--- src/rtl/uart_rx_pkg.sv ---
// Shared types and constants for the UART receive frame controller.
// Optional break detection is enabled with the UART_BREAK_DETECT_EN macro.
package uart_rx_pkg;

    typedef enum logic [2:0] {
        IDLE,
        START,
        DATA,
        PARITY,
        STOP,
        BRK_WAIT
    } rx_state_e;

    localparam logic [5:0] PRESCALE_8  = 6'd8;
    localparam logic [5:0] PRESCALE_16 = 6'd16;
    localparam logic [5:0] PRESCALE_32 = 6'd32;

    localparam int BIT_CNT_W = 4;

endpackage

--- src/rtl/uart_rx_edge_bit_counter.sv ---
// Oversampling edge counter and bit counter for one UART frame.
// edge_cnt wraps at prescale-1, which also advances bit_cnt; clear wins over enable.
module uart_rx_edge_bit_counter
    import uart_rx_pkg::*;
(
    input  logic                 clk_i,
    input  logic                 rst_n_i,
    input  logic                 en_i,
    input  logic                 clr_i,
    input  logic [5:0]           prescale_i,
    output logic [5:0]           edge_cnt_o,
    output logic [BIT_CNT_W-1:0] bit_cnt_o,
    output logic                 eob_o
);

    logic [5:0]           edge_q;
    logic [BIT_CNT_W-1:0] bit_q;

    assign eob_o      = (edge_q == (prescale_i - 6'd1));
    assign edge_cnt_o = edge_q;
    assign bit_cnt_o  = bit_q;

    always_ff @(posedge clk_i or negedge rst_n_i) begin
        if (!rst_n_i) begin
            edge_q <= '0;
            bit_q  <= '0;
        end else if (clr_i) begin
            edge_q <= '0;
            bit_q  <= '0;
        end else if (en_i) begin
            if (eob_o) begin
                edge_q <= '0;
                bit_q  <= bit_q + BIT_CNT_W'(1);
            end else begin
                edge_q <= edge_q + 6'd1;
            end
        end
    end

endmodule

--- src/rtl/uart_rx_ctrl.sv ---
// UART receive frame controller: start detect, LSB-first shift, parity/stop checks.
// Define UART_BREAK_DETECT_EN to add the brk_det output and the BRK_WAIT recovery state.
module uart_rx_ctrl #(
    parameter int DATA = 8
) (
    input  logic                             CLK,
    input  logic                             RST,
    input  logic                             RX_IN,
    input  logic [5:0]                       prescale,
    input  logic                             PAR_EN,
    input  logic                             PAR_TYP,
    input  logic                             sampled_bit,
    input  logic                             sample_done,
    output logic                             data_sample_en,
    output logic [5:0]                       edge_cnt,
    output logic [uart_rx_pkg::BIT_CNT_W-1:0] bit_cnt,
    output logic [DATA-1:0]                  P_DATA,
    output logic                             data_valid,
    output logic                             par_err,
    output logic                             stp_err
`ifdef UART_BREAK_DETECT_EN
    ,
    output logic                             brk_det
`endif
);
    import uart_rx_pkg::*;

    rx_state_e       state_q;
    logic [DATA-1:0] shift_q, pdata_q;
    logic            dv_q, pe_q, se_q, dse_q;
    logic            par_en_q, par_typ_q, bad_q;
    logic            eob, cnt_clr, brk_hit;
    logic            unused_sample_done;

    assign unused_sample_done = sample_done;

    // Counters sit at zero whenever the FSM is, or is about to be, idle.
    assign cnt_clr = (state_q == IDLE) || (state_q == BRK_WAIT) ||
                     (eob && ((state_q == STOP) || ((state_q == START) && sampled_bit)));

    uart_rx_edge_bit_counter u_cnt (
        .clk_i      (CLK),
        .rst_n_i    (RST),
        .en_i       (state_q != IDLE),
        .clr_i      (cnt_clr),
        .prescale_i (prescale),
        .edge_cnt_o (edge_cnt),
        .bit_cnt_o  (bit_cnt),
        .eob_o      (eob)
    );

`ifdef UART_BREAK_DETECT_EN
    logic par_bit_q, bk_q;

    assign brk_hit = !sampled_bit && (shift_q == '0) && !(par_en_q && par_bit_q);
    assign brk_det = bk_q;

    always_ff @(posedge CLK or negedge RST) begin
        if (!RST) begin
            par_bit_q <= 1'b0;
            bk_q      <= 1'b0;
        end else begin
            bk_q <= (state_q == STOP) && eob && brk_hit;
            if ((state_q == PARITY) && eob)
                par_bit_q <= sampled_bit;
        end
    end
`else
    assign brk_hit = 1'b0;
`endif

    always_ff @(posedge CLK or negedge RST) begin
        if (!RST) begin
            state_q   <= IDLE;
            shift_q   <= '0;
            pdata_q   <= '0;
            dv_q      <= 1'b0;
            pe_q      <= 1'b0;
            se_q      <= 1'b0;
            dse_q     <= 1'b0;
            par_en_q  <= 1'b0;
            par_typ_q <= 1'b0;
            bad_q     <= 1'b0;
        end else begin
            dv_q <= 1'b0;
            pe_q <= 1'b0;
            se_q <= 1'b0;
            case (state_q)
                IDLE: if (!RX_IN) begin
                    state_q   <= START;
                    dse_q     <= 1'b1;
                    par_en_q  <= PAR_EN;
                    par_typ_q <= PAR_TYP;
                    bad_q     <= 1'b0;
                end
                START: if (eob) begin
                    if (sampled_bit) begin
                        state_q <= IDLE;
                        dse_q   <= 1'b0;
                    end else begin
                        state_q <= uart_rx_pkg::DATA;
                    end
                end
                uart_rx_pkg::DATA: if (eob) begin
                    shift_q <= {sampled_bit, shift_q[DATA-1:1]};
                    if (bit_cnt == BIT_CNT_W'(DATA))
                        state_q <= par_en_q ? PARITY : STOP;
                end
                PARITY: if (eob) begin
                    if (sampled_bit != (^shift_q ^ par_typ_q)) begin
                        pe_q  <= 1'b1;
                        bad_q <= 1'b1;
                    end
                    state_q <= STOP;
                end
                STOP: if (eob) begin
                    dse_q <= 1'b0;
                    if (brk_hit) begin
                        state_q <= BRK_WAIT;
                    end else begin
                        se_q    <= ~sampled_bit;
                        state_q <= IDLE;
                        if (sampled_bit && !bad_q) begin
                            pdata_q <= shift_q;
                            dv_q    <= 1'b1;
                        end
                    end
                end
                BRK_WAIT: if (RX_IN) state_q <= IDLE;
                default: begin
                    state_q <= IDLE;
                    dse_q   <= 1'b0;
                end
            endcase
        end
    end

    assign data_sample_en = dse_q;
    assign P_DATA         = pdata_q;
    assign data_valid     = dv_q;
    assign par_err        = pe_q;
    assign stp_err        = se_q;

endmodule

--- config.mk ---
export PLATFORM = sky130hd
export DESIGN_NAME = uart_rx_ctrl
export DESIGN_NICKNAME = d
export VERILOG_FILES = /design/src/rtl/uart_rx_pkg.sv /design/src/rtl/uart_rx_edge_bit_counter.sv /design/src/rtl/uart_rx_ctrl.sv
export SDC_FILE = /design/constraint.sdc
export NUM_CORES = 1
export LEC_CHECK = 0
export ABC_CLOCK_PERIOD_IN_PS = 2750
export CAP_MARGIN = 20
export CORE_MARGIN = 2
export CORE_UTILIZATION = 40
export CTS_BUF_LIST = sky130_fd_sc_hd__clkbuf_4 sky130_fd_sc_hd__clkbuf_8 sky130_fd_sc_hd__clkbuf_16
export DETAILED_ROUTE_END_ITERATION = 7
export PLACE_DENSITY_LB_ADDON = 0.12
export SYNTH_ARGS = -nofsm -noshare
export SYNTH_HDL_FRONTEND = slang
export SYNTH_HIERARCHICAL = 1
export SYNTH_SLANG_ARGS = --single-unit
export TNS_END_PERCENT = 20
--- constraint.sdc ---
create_clock -name CLK -period 2.75 [get_ports CLK]
set_clock_uncertainty 0.05 [all_clocks]
set_input_delay 0.275 -clock CLK [delete_from_list [all_inputs] [get_ports CLK]]
set_output_delay 0.275 -clock CLK [all_outputs]
set_load 0.03 [all_outputs]
# Word level (Yosys, flattened, before mapping)
# Cells that the tools add are included.
# classes
addsub	3
n_eq_ne	17
muxes	33
n_bitwise	4
n_reduce_logical	21
# ops
op	count
$mux W3	8
$mux W6	3
$ne A2 B2 Y1 const B	9
$pmux W3 S6	1
$mux W1	15
$mux W4	3
$reduce_xor A8 Y1	1
$reduce_and A7 Y1	1
$add A6 B1 Y6 const B	1
$eq A3 B2 Y1 const B	2
$eq A3 B3 Y1 const B	2
$eq A6 B6 Y1	1
$reduce_and A2 Y1	3
$reduce_bool A2 Y1	3
$sub A6 B1 Y6 const B	1
$reduce_and A5 Y1	1
$add A4 B1 Y4 const B	1
$eq A4 B4 Y1 const B	1
$pmux W1 S4	1
$reduce_and A4 Y1	1
$eq A3 B1 Y1 const B	1
$logic_and A1 B1 Y1	3
$logic_not A3 Y1	1
$logic_or A1 B1 Y1	3
other kinds (9)	11
# totals
ff_bits	36
out_inout_bits	22
wordCells	90

# Depth between registers and ports, before layout
# depth
word_depth	7
ltp_mapped	13

# Cells and area by module
# Netlist, hierarchy kept.
# modules_own_cells
module	n_inst	cells_per_inst	area_each_um2	seq_area_each_um2
uart_rx_ctrl	1	97	1234.9	650.6
uart_rx_edge_bit_counter	1	76	770.7	250.2

# Worst setup path after synthesis
# No wires, ideal clock.
# synth_path
kind	register to register
from	reg u_cnt.edge_q[3], in the netlist u_cnt/edge_cnt_o[3]
to	reg u_cnt.bit_q[1], in the netlist u_cnt/bit_cnt_o[1]
setup_ns	0.120
arrival_ns	2.753
slack_ns	-0.173
path_stages_with_launch	12
synth_period_minus_slack_ns	2.923
path_cell_list	dfrtp_1 xor2_1 xnor2_1 nand2_1 nor3_2 buf_4 a21oi_1 a211oi_1 clkbuf_8 inv_1 o311a_1 a31o_1
# synth_via
elab_chain_cells	5
# synth_rtl
element	line	rtl
start: declaration	uart_rx_edge_bit_counter.sv:16	logic [5:0] edge_q;
start signal: assignment	uart_rx_edge_bit_counter.sv:35	edge_q <= edge_q + 6'd1;
$eq A6 B6 Y1 *	uart_rx_edge_bit_counter.sv:19	assign eob_o = (edge_q == (prescale_i - 6'd1));
named net eob	uart_rx_ctrl.sv:32	logic eob, cnt_clr, brk_hit;
$logic_and A1 B1 Y1 *	uart_rx_ctrl.sv:39	(eob && ((state_q == STOP) || ((state_q == START) && sampled_bit)));
$logic_or A1 B1 Y1 *	uart_rx_ctrl.sv:38	assign cnt_clr = (state_q == IDLE) || (state_q == BRK_WAIT) ||
named net cnt_clr	uart_rx_ctrl.sv:32	
$reduce_bool A2 Y1 (no line)	-	
$reduce_and A2 Y1 (no line)	-	
end signal: assignment	uart_rx_edge_bit_counter.sv:33	bit_q <= bit_q + BIT_CNT_W'(1);
end: declaration	uart_rx_edge_bit_counter.sv:17	logic [BIT_CNT_W-1:0] bit_q;
# The timed path passes the listed nets; every way through them passes the cells marked *.
# A chain may end at the register's enable or synchronous reset.

# Final worst setup path
# layout_path
from	in prescale[3]
to	reg state_q[0]
# layout_via
elab_chain_cells	4
# layout_rtl
element	line	rtl
start: declaration	uart_rx_ctrl.sv:9	input logic [5:0] prescale,
$sub A6 B1 Y6 *	uart_rx_edge_bit_counter.sv:19	
$eq A6 B6 Y1 *	uart_rx_edge_bit_counter.sv:19	
named net eob	uart_rx_ctrl.sv:32	
$ne A2 B2 Y1 (no line)	-	
$reduce_and A7 Y1 (no line) *	-	
end signal: assignment	uart_rx_ctrl.sv:101	state_q <= uart_rx_pkg::DATA;
end signal: assignment	uart_rx_ctrl.sv:107	state_q <= par_en_q ? PARITY : STOP;
end: declaration	uart_rx_ctrl.sv:28	rx_state_e state_q;
# Marked as above.

==> flow_summary_export.csv <==
group,metric,value,unit
cts,cts_sinks,36,
yosys,ys_types,51,
floorplan,rows,25,
power,pwr-share-clk,18.8,%
worst_setup_path,critical_path_arrival,2.75,ns
place,gp_congestion,0.907,
grt,grt_use_met2,28.0,%
yosys,async_reset_ff_share,100,%
floorplan,core,4790,sq um
cts,clockBufferDepth,2,
yosys,ys_seq_area_share,44.9,%
cts,cts_buffers,5,
grt,antenna_found_initial,0,
detailed_routing,vias_per_cell,5.31,
yosys,syn_area,2010,sq um
yosys,synth_commonest_cells,"dfrtp_1, mux2_2, xnor2_1, nand2_1, nor2_1",
floorplan,die_w,74.8,um
place,dp_hpwl,3.07,mm
worst_setup_path,r2r_end,"state_q[0]",
hold_path,hold_class,"in2async",
detailed_routing,ant_nets,0,
yosys,avgSynthCellArea,11.6,sq um
cts,htreeDepth,2,
worst_setup_path,r2r_cells,9,
power,power.internal,1.19,mW
grt,grt.total_usage,17.7,%
status,status,"complete, no violations",
yosys,synth_area_leaders,"dfrtp_1, mux2_2, xnor2_1, ha_1, nand2b_1",
yosys,synth.most_common_cell,"dfrtp_1",
yosys,synth_top_area_share,44.9,%
yosys,synth_top_area_cell,"dfrtp_1",
power,power,1.97,mW
floorplan,die_y,74.8,um
yosys,ys_ff_latch,36,
cts,clock-root-buffer,"clkbuf_8",
cts,clkLatencyLatePin,0.29,ns
floorplan,io_pins,35,
worst_setup_path,r2r-start,"u_cnt/edge_cnt_o[4]",
power,switching_share,39.5,%
grt,grt_pass1_wl,7.55,mm
cells_and_area,syn_to_final_growth,37.3,%
grt,gr-total-overflow,0,
floorplan,start_util,41.9,%
grt,grt_pass1_vias,1542,
worst_setup_path,r2r_slack,0.29,ns
power,max-vdd-ir-drop,0.000400,V
worst_setup_path,crit_fanout,7,
run,max-cap-violations,0,
worst_setup_path,required,2.89,ns
sta,hold_viol_final,0,
cells_and_area,diodes,0,
power,powerDensity,715,nW/um^2
sta,relSlewSlack,64.8,%
place,numPortBuffers,33,
power,p_sw,778,uW
sta,rsz0062_at_grt,"no",
worst_setup_path,cp-end-kind,"flop",
sta,fin_tns_setup,0,ns
yosys,synthCells,173,
cts,cts_tree,"yes",
sta,hold_ws,0.351,ns
grt,grt_max_degree,37,
yosys,synth-main-ff-cell,"dfrtp_1",
detailed_routing,routedWlPerCell,15.0,um
detailed_routing,dr_total_vias,1576,
grt,use_met3,4.69,%
place,dp_slack,-0.355,ns
power,cellLeakagePower,1.20,nW
sta,timing.fmax,383,MHz
cells_and_area,drive_gt1_share,32.6,%
cts,holdBufCountCts,0,
sta,finalCriticalPeriod,2.61,ns
yosys,ys_warn_count,6,
cts,clkTransAtPathRegs,0.07,ns
detailed_routing,wl,4.47,mm
detailed_routing,dr.pass1.iters,6,
power,pwr-share-seq,36.1,%
sta,drv_slew,0,
cells_and_area,fin_nets,245,
worst_setup_path,critPathKind,"in2reg",
yosys,synth-edff-count,0,
power,combPwrFrac,45.2,%
grt,use_met1,24.1,%
sta,min_period_over_period,94.9,%
worst_setup_path,cp-start-kind,"input pin",
sta,finalSetupViolations,0,
yosys,syn_nets,189,
sta,worst_slew_pin_slew,0.528,ns
detailed_routing,drtIter0Drc,75,
worst_setup_path,worstSetupStartpoint,"prescale[3]",
sta,setup_ws,0.141,ns
grt,busiest_layer,"met2",
floorplan,die_area,5600,sq um
detailed_routing,drc,0,
[registers in the layout, summed over array words and instances, names as in the netlist, 3 cells and up]
register,flops
u_cnt/bit_cnt_o,4
state_q,3
P_DATA,8
u_cnt/edge_cnt_o,6
shift_q,8
[worst max path at each step]
stage / end / depth (start not counted)
global route: state_q[0] / 11
global placement: shift_q[3] / 12
CTS: u_cnt/bit_cnt_o[1] / 13
finish: state_q[0] / 11
detailed placement: u_cnt/bit_cnt_o[1] / 13
floorplan: u_cnt/bit_cnt_o[1] / 11
[worst max-delay path, stage by stage]
cell             delay (ns)
clkdlybuf4s50_1        0.53
nand2_1                0.08
o211a_1                0.21
o31a_2                 0.36
nor3_4                 0.29
buf_6                  0.18
nand2b_4               0.07
buf_4                  0.15
a32oi_4                0.30
a21oi_2                0.05
o31ai_1                0.26
[power groups by stage]
stage / logic [mW] / registers, mW / clock network (mW)
4_1_cts: 0.784 / 0.703 / 0.385
2_1_floorplan: 0.538 / 0.724 / 0
6_report: 0.889 / 0.710 / 0.370
3_5_place_dp: 0.776 / 0.712 / 0
3_3_place_gp: 0.752 / 0.710 / 0
5_1_grt: 0.960 / 0.724 / 0.410
[metal layers]
layer,vias up,part of all wire [%]
met5,-,0
met4,0,1.2
met3,6,4.8
met2,38,47
met1,778,47
li1,754,-
[kinds of logic after synthesis]
logic type	after synthesis	share of synthesized area [%]
and+or+nand+nor	55	18.6
DFF	36	44.9
AOI/OAI and AO/OA	32	12.7
muxes	19	10.7
xor gates and xnor gates	17	8.48
buffers and inverters	11	2.81
adders and majority gates	3	1.87
[per-stage QoR]
stage	cell area, sq um	utilization [%]	std cells
after floorplan	2020	-	173
after global placement	2550	53.4	285
after detailed placement	2550	53.4	285
after CTS	2650	55.3	293
after global routing	2750	57.5	297
final	2750	57.5	297
[repair_timing]
action                                  in CTS  in global routing
endpoints found under the setup margin      14                 26
resized for setup                            1                 17
setup buffers                                0                  4
pin swaps                                    0                 10
[layout by cell type, fill, tap and decap left out, drive strengths merged, types with 6 or more instances in the layout]
cell,netlist,layout
nor2,11,11
dfrtp,36,36
mux2,19,19
nand2b,7,7
a21oi,6,6
clkdlybuf4s50,0,31
buf,2,22
xnor2,12,12
nand2,9,9
nor3,7,7
[area by class of cell]
class | count | area (sq um)
fill | 411 | 2030
timing repair buffer | 55 | 534
sequential | 36 | 901
multi-input combinational | 126 | 1130
tap | 67 | 83.8
clock inverter | 3 | 18.8
inverter | 5 | 18.8
clock buffer | 5 | 68.8
No activity file was read; power rests on OpenSTA's default activity.
